$ cat src/rtl/alu_result_latch_if.sv
// Operand/button bundle into the result latch and the held result back out
// to the display decoder. The master drives the switches and raw buttons.
interface alu_result_latch_if;
    logic [3:0] a_in;
    logic [3:0] b_in;
    logic [1:0] op;
    logic       exec_btn;
    logic       clear_btn;
    logic [3:0] result;
    logic       overflow;
    logic       done;

    modport master (
        output a_in, b_in, op, exec_btn, clear_btn,
        input  result, overflow, done
    );

    modport slave (
        input  a_in, b_in, op, exec_btn, clear_btn,
        output result, overflow, done
    );
endinterface

$ cat src/rtl/alu_result_latch.sv
// Debounces EXEC/CLEAR, runs one 4-bit ALU operation per EXEC press and
// holds the result and signed-overflow flag for the hex display decoder.
//
//   state   | meaning
//   --------+------------------------------------------------------------
//   IDLE    | waiting for an EXEC press; CLEAR press zeroes the result
//   CAPTURE | one cycle: operands latched on entry, result registered on exit
//   HOLD    | result shown; waiting for EXEC to be released; CLEAR honoured
module alu_result_latch #(
    parameter int DEBOUNCE_CYCLES = 1_000_000
) (
    input  logic               clk,
    input  logic               rst,
    alu_result_latch_if.slave  bus
);

    localparam int CNT_W = (DEBOUNCE_CYCLES > 2) ? $clog2(DEBOUNCE_CYCLES) : 1;
    localparam logic [CNT_W-1:0] CNT_LAST = CNT_W'(DEBOUNCE_CYCLES - 1);

    localparam int BTN_EXEC  = 0;
    localparam int BTN_CLEAR = 1;

    localparam logic [1:0] OP_ADD = 2'b00;
    localparam logic [1:0] OP_SUB = 2'b01;
    localparam logic [1:0] OP_AND = 2'b10;
    localparam logic [1:0] OP_OR  = 2'b11;

    typedef enum logic [1:0] {
        IDLE    = 2'd0,
        CAPTURE = 2'd1,
        HOLD    = 2'd2
    } state_t;

    // Button input path; bit BTN_EXEC and bit BTN_CLEAR of each vector
    logic [1:0]            btn_raw;
    logic [1:0]            sync_1;
    logic [1:0]            sync_2;
    logic [1:0][CNT_W-1:0] db_cnt;
    logic [1:0]            clean;
    logic [1:0]            clean_d;
    logic [1:0]            press;

    logic exec_press;
    logic clear_press;
    logic exec_level;

    // FSM and datapath
    state_t     state;
    state_t     state_nxt;
    logic       load_ops;
    logic       load_res;
    logic       clr_res;

    logic [3:0] a_q;
    logic [3:0] b_q;
    logic [1:0] op_q;
    logic [3:0] alu_res;
    logic       alu_ovf;
    logic [3:0] sum;
    logic [3:0] diff;

    logic [3:0] result_q;
    logic       overflow_q;
    logic       done_q;

    assign btn_raw = {bus.clear_btn, bus.exec_btn};

    // Two-flop synchroniser for the asynchronous raw buttons
    always_ff @(posedge clk or posedge rst) begin
        if (rst) begin
            sync_1 <= '0;
            sync_2 <= '0;
        end else begin
            sync_1 <= btn_raw;
            sync_2 <= sync_1;
        end
    end

    // Debounce: the synchronised level must differ from the clean level for
    // DEBOUNCE_CYCLES consecutive cycles before the clean level follows it
    always_ff @(posedge clk or posedge rst) begin
        if (rst) begin
            db_cnt <= '0;
            clean  <= '0;
        end else begin
            for (int i = 0; i < 2; i++) begin
                if (sync_2[i] == clean[i]) begin
                    db_cnt[i] <= '0;
                end else if (db_cnt[i] == CNT_LAST) begin
                    clean[i]  <= sync_2[i];
                    db_cnt[i] <= '0;
                end else begin
                    db_cnt[i] <= db_cnt[i] + 1'b1;
                end
            end
        end
    end

    // Registered rising-edge detect on the clean levels gives the press pulses
    always_ff @(posedge clk or posedge rst) begin
        if (rst) begin
            clean_d <= '0;
            press   <= '0;
        end else begin
            clean_d <= clean;
            press   <= clean & ~clean_d;
        end
    end

    assign exec_press  = press[BTN_EXEC];
    assign clear_press = press[BTN_CLEAR];
    assign exec_level  = clean[BTN_EXEC];

    // FSM state register
    always_ff @(posedge clk or posedge rst) begin
        if (rst) begin
            state <= IDLE;
        end else begin
            state <= state_nxt;
        end
    end

    // Next-state and datapath controls; CLEAR wins over a simultaneous EXEC
    always_comb begin
        state_nxt = state;
        load_ops  = 1'b0;
        load_res  = 1'b0;
        clr_res   = 1'b0;
        case (state)
            IDLE: begin
                if (clear_press) begin
                    clr_res = 1'b1;
                end else if (exec_press) begin
                    load_ops  = 1'b1;
                    state_nxt = CAPTURE;
                end
            end
            CAPTURE: begin
                load_res  = 1'b1;
                state_nxt = HOLD;
            end
            HOLD: begin
                if (clear_press) begin
                    clr_res = 1'b1;
                end else if (!exec_level) begin
                    state_nxt = IDLE;
                end
            end
            default: begin
                state_nxt = IDLE;
            end
        endcase
    end

    assign sum  = a_q + b_q;
    assign diff = a_q - b_q;

    // ALU on the operands latched when CAPTURE was entered
    always_comb begin
        alu_res = 4'h0;
        alu_ovf = 1'b0;
        case (op_q)
            OP_ADD: begin
                alu_res = sum;
                alu_ovf = (a_q[3] == b_q[3]) && (sum[3] != a_q[3]);
            end
            OP_SUB: begin
                alu_res = diff;
                alu_ovf = (a_q[3] != b_q[3]) && (diff[3] != a_q[3]);
            end
            OP_AND: begin
                alu_res = a_q & b_q;
            end
            OP_OR: begin
                alu_res = a_q | b_q;
            end
            default: begin
                alu_res = 4'h0;
            end
        endcase
    end

    // Operand latch, held result/overflow and the one-cycle done pulse
    always_ff @(posedge clk or posedge rst) begin
        if (rst) begin
            a_q        <= '0;
            b_q        <= '0;
            op_q       <= '0;
            result_q   <= '0;
            overflow_q <= 1'b0;
            done_q     <= 1'b0;
        end else begin
            done_q <= load_res | clr_res;
            if (load_ops) begin
                a_q  <= bus.a_in;
                b_q  <= bus.b_in;
                op_q <= bus.op;
            end
            if (load_res) begin
                result_q   <= alu_res;
                overflow_q <= alu_ovf;
            end else if (clr_res) begin
                result_q   <= '0;
                overflow_q <= 1'b0;
            end
        end
    end

    assign bus.result   = result_q;
    assign bus.overflow = overflow_q;
    assign bus.done     = done_q;

endmodule

$ cat src/flat_wrapper.sv
// flat-port wrapper written by rule: the top's interface ports become plain ports
module alu_result_latch_flat 
#(
    parameter int DEBOUNCE_CYCLES = 1_000_000
)
  (clk, rst, bus_a_in, bus_b_in, bus_op, bus_exec_btn, bus_clear_btn, bus_result, bus_overflow, bus_done);
  alu_result_latch_if bus_i ();
  input  logic clk;
  input  logic rst;
  input wire logic [$bits(bus_i.a_in)-1:0] bus_a_in;
  input wire logic [$bits(bus_i.b_in)-1:0] bus_b_in;
  input wire logic [$bits(bus_i.op)-1:0] bus_op;
  input wire logic [$bits(bus_i.exec_btn)-1:0] bus_exec_btn;
  input wire logic [$bits(bus_i.clear_btn)-1:0] bus_clear_btn;
  output wire logic [$bits(bus_i.result)-1:0] bus_result;
  output wire logic [$bits(bus_i.overflow)-1:0] bus_overflow;
  output wire logic [$bits(bus_i.done)-1:0] bus_done;
  assign bus_i.a_in = bus_a_in;
  assign bus_i.b_in = bus_b_in;
  assign bus_i.op = bus_op;
  assign bus_i.exec_btn = bus_exec_btn;
  assign bus_i.clear_btn = bus_clear_btn;
  assign bus_result = bus_i.result;
  assign bus_overflow = bus_i.overflow;
  assign bus_done = bus_i.done;
  alu_result_latch #(.DEBOUNCE_CYCLES(DEBOUNCE_CYCLES)) u_core (.clk(clk), .rst(rst), .bus(bus_i));
endmodule
$ cat config.mk
export PLATFORM = sky130hd
export DESIGN_NAME = alu_result_latch_flat
export DESIGN_NICKNAME = d
export VERILOG_FILES = /design/src/rtl/alu_result_latch_if.sv /design/src/rtl/alu_result_latch.sv /design/src/flat_wrapper.sv
export SDC_FILE = /design/constraint.sdc
export NUM_CORES = 1
export LEC_CHECK = 0
export ABC_AREA = 1
export CAP_MARGIN = 10
export CORE_MARGIN = 1.5
export CORE_UTILIZATION = 30
export CTS_CLUSTER_DIAMETER = 120
export DETAILED_ROUTE_END_ITERATION = 10
export DONT_BUFFER_PORTS = 1
export PLACE_DENSITY = 0.48
export SLEW_MARGIN = 20
export SYNTH_ARGS = -nofsm -noshare
export SYNTH_HDL_FRONTEND = slang
export SYNTH_SLANG_ARGS = --single-unit
$ cat constraint.sdc
create_clock -name clk -period 3.16 [get_ports clk]
set_input_delay 0.632 -clock clk [delete_from_list [all_inputs] [get_ports clk]]
set_output_delay 0.632 -clock clk [all_outputs]
set_load 0.01 [all_outputs]
==> run metrics <==
syn_nets approximately 500; fin crit period around 1.6 ns; Iter 0 DRT Violations 180; GP Congestion approximately 0.79; Worst Setup EP u_core.bus.result[1]; Area Overhead vs Synth 13.4%; # DRC 0; worst skew pair latency around 0.34 ns; distinct cell type count after synthesis 30; Netlist Area Pre-Place between 3000 and 4000 µm²; IO Port Bufs 0; Syn Inst Count 469; max-cap violations 0; clk slew on worst S/H paths roughly 0.05 ns; Hold WS between 0.3 and 0.4 ns; Seq pwr share 46.7%; die area around 13,000 µm²; Syn Area/Cell 7.95 µm²; Leak Pwr between 1.5 and 2 nW; r2r setup slk 1.54 ns; first-pass GRT wire length roughly 14,000 µm; Setup CP Type reg2reg; GR peak layer met2; switching power between 0.0004 and 0.0005 W; startpoint class of the critical path register; Post-CTS Hold Buffers 0; Synth Warn # 0; total length of routed wires 7830 µm; Initial Util between 30% and 40%; total gr overflow 0; drt pass-1 iters 4; Fill cells ~1,300; synthesis-stage register bit count between 60 and 70; met1 usage between 10% and 20%; CP max FO 3; Setup crit start u_core.a_q[0]; internal power 0.00149 W; CTS buffer count 9; CTS Sinks between 60 and 70; vias in the first global route 2,895; Power, Total 0.00190 W; share of cells above drive strength 1 under 10%; outcome completed; WL per Instance between 10 and 15 µm; grt met2 use between 20% and 30%; die width ~110 µm; Sw Ratio around 22%; final-stage net count roughly 510; CP cell instances inv_1 > ha_1 > inv_1 > fa_1 > nand2_1 > o211ai_1 > o21ai_0 > o21ai_0; ANT nets after route 0; maximum vdd drop 0.333 mV; final period utilization roughly 51%; clk_skew approximately 0.0046 ns; chip height roughly 110 µm; setup repair after global routing missed its margin no; maximum clock insertion buffer count 2; Worst EP required 3.42 ns; clk root buf clkbuf_16; Detail Placement HPWL 5810 µm; pwr dens ~450 nW/µm²; GRT Total Usage between 10% and 20%; hold crit path type in2async; Ports 20; CP endpoint kind register; Diodes inserted 0; Layout Utilization 35.1%; H-tree levels 3; Slew @ Worst Pin slightly below 0.8 ns; setup_tns 0 ns; vias per inst between 4 and 5; Final setup viols 0; Core ar. roughly 12,000 µm²; fmax approximately 0.62 GHz; initial antenna violation count 0; peak per-stage delay on the critical path between 0.4 and 0.5 ns; grt met3 use between 4 and 5%; worst reg2reg path startpoint u_core.a_q[0]; largest net degree at the start of global routing 37; FF-to-FF End u_core.bus.result[1]; post-synthesis sequential area ratio 45.7%; Rows 40; Hold Vio Cnt, Final 0; cts repair resizes 0; via count roughly 2,900; CTS tree yes; Clk pwr share between 50% and 60%; Slew HR between 40% and 50%; Worst R2R Path Depth 8; critical path's slowest cell fa_1; combinational share of power ~2.6%; post-CTS setup buffers 0; Slew Limit Fails 0; WP data arrival roughly 1.9 ns
cell families after synthesis:
| kind of cell | count (synthesis) | synth area share, % |
|---|---|---|
| adders and majority gates | 15 | 5.44 |
| and+or+nand+nor | 271 | 33.0 |
| buffers and inverters | 57 | 5.81 |
| xor gates and xnor gates | 19 | 4.46 |
| AOI/OAI and AO/OA | 39 | 5.61 |
| DFF | 68 | 45.7 |
flip-flops by register name, summed over array words and instances (netlist names):
register and cells:
u_core.sync_2 2, u_core.sync_1 2, u_core.op_q 2, u_core.b_q 4, u_core.bus.overflow 1, u_core.bus.result 4, u_core.clean_d 2, u_core.bus.done 1
u_core.a_q 4, u_core.state 2, u_core.db_cnt 40, u_core.press 2, u_core.clean 2
power by group through the flow:
stage                     sequential, W  combinational, W  clock [W]
after global routing           0.000887         0.0000591    0.00104
after global placement         0.000902         0.0000510          0
after detailed placement       0.000902         0.0000523          0
after floorplan                0.000901         0.0000370          0
final                          0.000887         0.0000492   0.000964
after CTS                      0.000887         0.0000524   0.000997
per-layer routing:
metal	part of all wire (%)	routed length, µm
met1	50	3950
met2	44	3430
met3	4.5	354
met4	1.3	103
met5	0	0
metrics by stage:
stage / instance area (µm²) / std cells / setup WS (ns)
after CTS: 4230 / 653 / 1.54
after detailed placement: 3950 / 637 / 1.56
after global routing: 4230 / 653 / 1.31
final: 4230 / 653 / 1.54
after floorplan: 3730 / 469 / 0.816
after global placement: 3950 / 637 / 1.61
how the worst min path moves through the flow:
| stage | end | slack, ns | cells past startpoint |
|---|---|---|---|
| CTS | u_core.sync_1[1] | 0.31 | 0 |
| finish | u_core.db_cnt[21] | 0.32 | 1 |
| floorplan | u_core.sync_2[0] | 0.33 | 0 |
| global route | u_core.sync_1[0] | 0.30 | 0 |
| detailed placement | u_core.sync_2[0] | 0.35 | 0 |
| global placement | u_core.sync_2[0] | 0.33 | 0 |
synthesized netlist by cell type, drive strengths merged:
master / n / share of area [%]
nand2: 115 / 12
nor2: 103 / 12
dfrtp: 68 / 46
inv: 55 / 5.6
nand3: 32 / 5.0
o21ai: 24 / 3.2
ha: 13 / 4.4
a21oi: 11 / 1.5
xor2: 11 / 2.6
nand4: 8 / 1.3
xnor2: 8 / 1.9
nor3: 7 / 1.4
and2: 2 / 0.34
clkbuf: 2 / 0.20
fa: 2 / 1.1
nand3b: 2 / 0.50
nor3b: 2 / 0.40
o211ai: 2 / 0.40
o21bai: 1 / 0.30
o31ai: 1 / 0.20
cells in the final DEF (no fill, tap or decap), types with 2 or more instances in the layout:
| cell | Yosys | final |
|---|---|---|
| nor2_2 | 5 | 5 |
| clkbuf_1 | 2 | 3 |
| dfrtp_1 | 68 | 68 |
| fa_1 | 2 | 2 |
| clkbuf_8 | 0 | 3 |
| nor3_1 | 5 | 5 |
| o211ai_1 | 2 | 2 |
| inv_1 | 50 | 49 |
| buf_4 | 0 | 2 |
| xnor2_1 | 8 | 8 |
| o21ai_0 | 24 | 24 |
| xor2_1 | 11 | 11 |
| a21oi_1 | 11 | 11 |
| nand3_1 | 27 | 27 |
| nand2_4 | 2 | 2 |
| nand2_1 | 107 | 107 |
| nand2_2 | 6 | 6 |
| inv_2 | 4 | 5 |
| and2_1 | 2 | 2 |
| nand3_2 | 5 | 5 |
| nand4_1 | 8 | 8 |
| clkbuf_16 | 0 | 9 |
| ha_1 | 13 | 13 |
| nor3b_1 | 2 | 2 |
| nor2_1 | 93 | 93 |
| nor2_4 | 5 | 5 |
worst max-delay path, delay by kind of cell, from the launching register on:
kind	cells	cell delay (ns)
buffers and inverters	2	0.14
flip-flops	1	0.37
AND/OR/NAND/NOR	1	0.05
adder cells (fa/ha/maj)	2	0.64
AO/OA/AOI/OAI	3	0.34
area by class of cell:
class	count	area (µm²)	area share [%]
multi-input cells	344	1810	42.8
well taps	168	210	4.97
clock buffers	15	278	6.57
flip-flops and latches	68	1700	40.2
repair buffers	2	15.0	0.355
inverters	55	209	4.94
clock inverters	1	5.00	0.118
No activity file was read; power rests on OpenSTA's default activity.
